<file path="src/rtl/lsu_pkg.sv">
// Shared types and defaults for the load/store unit.
package lsu_pkg;

    localparam int WORD_DEF  = 4;
    localparam int WIDTH_DEF = 8;

    function automatic int lane_bits(input int w);
        return (w > 1) ? $clog2(w) : 1;
    endfunction

    localparam int LANE_W = lane_bits(WORD_DEF);

    typedef enum logic [1:0] {
        S_IDLE,
        S_RD,
        S_WR,
        S_RESP
    } state_e;

endpackage

</file>
<file path="src/rtl/lsu_byte_lane.sv">
// Byte-lane extract (loads) and merge (read-modify-write stores), little-endian.
module lsu_byte_lane
    import lsu_pkg::*;
#(
    parameter int WORD  = WORD_DEF,
    parameter int WIDTH = WIDTH_DEF
) (
    input  logic [WORD*WIDTH-1:0]      word_i,
    input  logic [lane_bits(WORD)-1:0] lane_i,
    input  logic [WIDTH-1:0]           byte_i,
    output logic [WORD*WIDTH-1:0]      extract_o,
    output logic [WORD*WIDTH-1:0]      merge_o
);

    always_comb begin
        extract_o              = '0;
        extract_o[WIDTH-1:0]   = word_i[lane_i*WIDTH +: WIDTH];
        merge_o                = word_i;
        merge_o[lane_i*WIDTH +: WIDTH] = byte_i;
    end

endmodule

</file>
<file path="src/rtl/load_store_unit.sv">
// Load/store unit bridging a CPU request port to a registered-read RAM.
// Optional LSU_ALIGN_CHECK_EN rejects misaligned word accesses with resp_err.
module load_store_unit
    import lsu_pkg::*;
#(
    parameter int WORD       = WORD_DEF,
    parameter int WIDTH      = WIDTH_DEF,
    parameter int ADDR_WIDTH = 8
) (
    input  logic                  clk,
    input  logic                  rst_n,
    input  logic                  req_valid,
    output logic                  req_ready,
    input  logic                  req_we,
    input  logic                  req_byte,
    input  logic [WORD*WIDTH-1:0] req_addr,
    input  logic [WORD*WIDTH-1:0] req_wdata,
    output logic                  resp_valid,
    output logic [WORD*WIDTH-1:0] resp_rdata,
    output logic                  resp_err,
    output logic [WORD*WIDTH-1:0] mem_ad,
    output logic [WORD*WIDTH-1:0] mem_d,
    output logic                  mem_we,
    input  logic [WORD*WIDTH-1:0] mem_q
);

    localparam int DW = WORD * WIDTH;
    localparam int LW = lane_bits(WORD);

    // The RAM word address must fit inside the shifted byte address.
    if (ADDR_WIDTH < 1 || ADDR_WIDTH > DW - LW) begin : g_bad_addr_width
        $error("ADDR_WIDTH out of range");
    end

    state_e          state_q, state_d;
    logic            we_q, we_d;
    logic            byte_q, byte_d;
    logic [DW-1:0]   addr_q, addr_d;
    logic [DW-1:0]   wdata_q, wdata_d;

    logic            req_mis;
    logic            cap_mis;
    logic [LW-1:0]   lane;
    logic [DW-1:0]   lane_rdata;
    logic [DW-1:0]   lane_merged;

    assign lane = addr_q[LW-1:0];

`ifdef LSU_ALIGN_CHECK_EN
    assign req_mis = !req_byte && (req_addr[LW-1:0] != '0);
    assign cap_mis = !byte_q && (lane != '0);
`else
    assign req_mis = 1'b0;
    assign cap_mis = 1'b0;
`endif

    lsu_byte_lane #(
        .WORD  (WORD),
        .WIDTH (WIDTH)
    ) u_lane (
        .word_i    (mem_q),
        .lane_i    (lane),
        .byte_i    (wdata_q[WIDTH-1:0]),
        .extract_o (lane_rdata),
        .merge_o   (lane_merged)
    );

    always_comb begin
        state_d = state_q;
        we_d    = we_q;
        byte_d  = byte_q;
        addr_d  = addr_q;
        wdata_d = wdata_q;
        unique case (state_q)
            S_IDLE: begin
                if (req_valid) begin
                    we_d    = req_we;
                    byte_d  = req_byte;
                    addr_d  = req_addr;
                    wdata_d = req_wdata;
                    if (req_mis)
                        state_d = S_RESP;
                    else if (!req_we || req_byte)
                        state_d = S_RD;
                    else
                        state_d = S_WR;
                end
            end
            // Byte stores read first so the merge sees the old word.
            S_RD:    state_d = we_q ? S_WR : S_RESP;
            S_WR:    state_d = S_RESP;
            S_RESP:  state_d = S_IDLE;
            default: state_d = S_IDLE;
        endcase
    end

    always_ff @(posedge clk or negedge rst_n) begin
        if (!rst_n) begin
            state_q <= S_IDLE;
            we_q    <= 1'b0;
            byte_q  <= 1'b0;
            addr_q  <= '0;
            wdata_q <= '0;
        end else begin
            state_q <= state_d;
            we_q    <= we_d;
            byte_q  <= byte_d;
            addr_q  <= addr_d;
            wdata_q <= wdata_d;
        end
    end

    always_comb begin
        req_ready  = (state_q == S_IDLE);
        mem_we     = (state_q == S_WR);
        mem_ad     = addr_q >> LW;
        resp_valid = (state_q == S_RESP);
        resp_err   = resp_valid && cap_mis;
        mem_d      = '0;
        resp_rdata = '0;
        if (state_q == S_WR)
            mem_d = byte_q ? lane_merged : wdata_q;
        if (resp_valid && !we_q && !cap_mis)
            resp_rdata = byte_q ? lane_rdata : mem_q;
    end

endmodule

</file>
<file path="config.mk">
export PLATFORM = sky130hd
export DESIGN_NAME = load_store_unit
export DESIGN_NICKNAME = d
export VERILOG_FILES = /design/src/rtl/lsu_pkg.sv /design/src/rtl/lsu_byte_lane.sv /design/src/rtl/load_store_unit.sv
export SDC_FILE = /design/constraint.sdc
export NUM_CORES = 1
export LEC_CHECK = 0
export CORE_AREA = 2 2 87 131
export DETAILED_ROUTE_END_ITERATION = 7
export DIE_AREA = 0 0 89 133
export GPL_TIMING_DRIVEN = 0
export PLACE_DENSITY = 0.77
export SLEW_MARGIN = 30
export SYNTH_ARGS = -nofsm -noshare
export SYNTH_HDL_FRONTEND = slang
export SYNTH_SLANG_ARGS = --single-unit
</file>
<file path="constraint.sdc">
create_clock -name clk -period 4.46 [get_ports clk]
set_clock_uncertainty 0.05 [all_clocks]
set_input_delay 0.669 -clock clk [delete_from_list [all_inputs] [get_ports clk]]
set_output_delay 0.669 -clock clk [all_outputs]
set_load 0.02 [all_outputs]
</file>
==> metrics.cfg <==
[timing]
worstMarginPinSlew_ns=0.696
hold_viol=0
setup_tns_ns=0
max_slew_margin=0.534
finalCritPeriodShare=0.884
rsz0062_at_grt=no
finalWorstSetupSlack_ns=0.517
fmax_mhz=254
min_period_ns=3.94
setup_viol=0
slew_violations=0

[floorplan]
ioPinCount=201
start_util=0.387
die_y_um=133
die-area_um2=11800
core-area_um2=10800
die_width_um=89
core.rowCount=47

[global_routing]
grt_pass1_vias=4160
grt_overflow=0
grt_antenna_before_repair=0
track_usage=0.239
grt_pass1_wl_mm=21.5
grt_max_degree=42

[cts]
holdBufCountCts=0
cts.reportedPaths.clkPinSlew_ns=0.06
htree_levels=3
cts_tree=yes
cts-root-buf=clkbuf_16
cts_buffers=9
cts_sinks=68
clkLatencyLatePin_ns=0.32
cts_resized=0
clock_path_buffers=2
cts_setup_buffers=0

[yosys]
async_flop_share=1.00
ys_top_cells_by_count=73 x mux2_2, 68 x dfrtp_1, 34 x buf_4, 24 x inv_1, 20 x nor3_1
avgSynthCellArea_um2=10.7
synth.most_common_cell=mux2_2
yosys-top-cells-area=dfrtp_1 41%, mux2_2 20%, buf_4 6.1%
synth_top_area_share=0.406
synthFlopType=dfrtp_1
yosysWarningCount=0
yosysUniqueCellTypes=34
synth-seq-area-share=0.406
synth_edf_count=0
ys_ff_latch=68
synth_area_um2=4190
netlist_instances=393
synth_top_cell_by_area=dfrtp_1

[critical_path]
path_max_fanout=10
cp-start-kind=flop
crit_arrival_ns=3.22
end_kind=output pin
critical_path.cell_chain=buf_4, buf_6, inv_1, ha_1, nand4bb_1, buf_2, o32a_1, a21oi_1, clkdlybuf4s50_1
crit_type=flop to output pin
critical_path_required_ns=3.74
slowest_stage=clkdlybuf4s50_1
cp_slowest_stage_delay_ns=0.66

[drt]
vias=3950
vias_per_cell=5.22
drtIter0Drc=175
drt_first_pass_iters=4
wl_mm=13.9
avgRoutedWirePerCell_um=18.4
drc=0
ant_nets=0

[layout]
fin_cells=756
nets=714
area.growth.synth_to_final_pct=59.9
drive_gt1_frac=0.238
design_area_um2=6700
antenna_cells=0

[job]
max-cap-violations=0

[placement]
dp.cells=740
numPortBuffers=197
routabilityCongestion=0.936
dpl_worst_slack_ns=0.887
dp_hpwl_mm=11.2
placed_cell_area_um2=6370

[run_status]
outcome=complete, no violations

[worst_hold_path]
hp-class=input pin to asynchronous set/reset pin

[pwr]
max-vdd-ir-drop_mv=0.431
p_per_area_nw_per_um2=713
cellLeakagePower_nw=2.86

-- power by group --
part	total [mW]	internal, mW	switching, mW
logic	2.84	1.44	1.40
clock network	0.766	0.503	0.263
registers	1.17	0.938	0.228
-- stage by stage --
step	power, mW	hold slack (ns)	util
4_1_cts	4.79	0.209	0.619
3_3_place_gp	3.92	0.438	0.587
2_1_floorplan	2.87	0.323	-
6_report	4.77	0.210	0.619
5_1_grt	5.05	0.218	0.619
3_5_place_dp	4.00	0.440	0.589
-- registers in the layout, summed over array words and instances, names as in the netlist --
register,count
wdata_q,32
addr_q,32
we_q,1
byte_q,1
state_q,2
-- worst max-delay path, delay by kind of cell (launching register included) --
| kind | cells | cell delay [ns] |
|---|---|---|
| AND/OR/NAND/NOR | 1 | 0.11 |
| buffers and inverters | 5 | 1.35 |
| flip-flops | 1 | 0.47 |
| adder cells (fa/ha/maj) | 1 | 0.43 |
| AO/OA/AOI/OAI | 2 | 0.52 |
-- cell type report --
type	instances	area (µm²)
clock buffers	10	239
multi-input cells	244	2030
flip-flops and latches	68	1700
repair buffers	198	1990
plain buffers	59	374
well taps	147	184
inverters	24	90.1
clock inverters	6	87.6
fillers	945	4120
-- logic make-up after synthesis --
logic type	share of synthesized area
buffers and inverters	0.111
multiplexers	0.196
AND/OR/NAND/NOR	0.114
AO/OA/AOI/OAI	0.145
flip-flops	0.406
adder cells (fa/ha/maj)	0.0269
other	0.000895
-- path summary, 6_finish.rpt --
kind                             start  cells past startpoint  slack (ns)          end
setup / recovery             addr_q[0]                      9        0.52    mem_d[21]
hold / removal                   rst_n                      1        0.21    addr_q[5]
setup reg to reg            state_q[0]                      6        2.45    addr_q[1]
hold reg to reg            wdata_q[25]                      1        0.45  wdata_q[25]
max in group asynchronous        rst_n                      2        3.61   wdata_q[3]
min in group clk           wdata_q[25]                      1        0.45  wdata_q[25]
-- layer usage --
metal  wire (µm)  GRT usage  vias to the layer above  part of all wire
met4         700      0.126                        0             0.050
met3        1030     0.0493                       44             0.074
met2        7430      0.427                      209              0.53
li1            -          -                     1802                 -
met1        4780      0.254                     1895              0.34
met5           0          0                        -                 0
-- layout by cell type, fill, tap and decap left out, types with 11 or more instances in the layout --
master	count
nand2b_1	14
inv_1	24
o21ai_0	11
mux2_2	73
dfrtp_1	68
a22o_1	13
buf_2	14
and2_1	11
o211a_1	12
buf_4	35
clkdlybuf4s50_1	196
nor3_1	20
o221ai_1	12
Note: power is estimated with default switching activity, not from simulation.
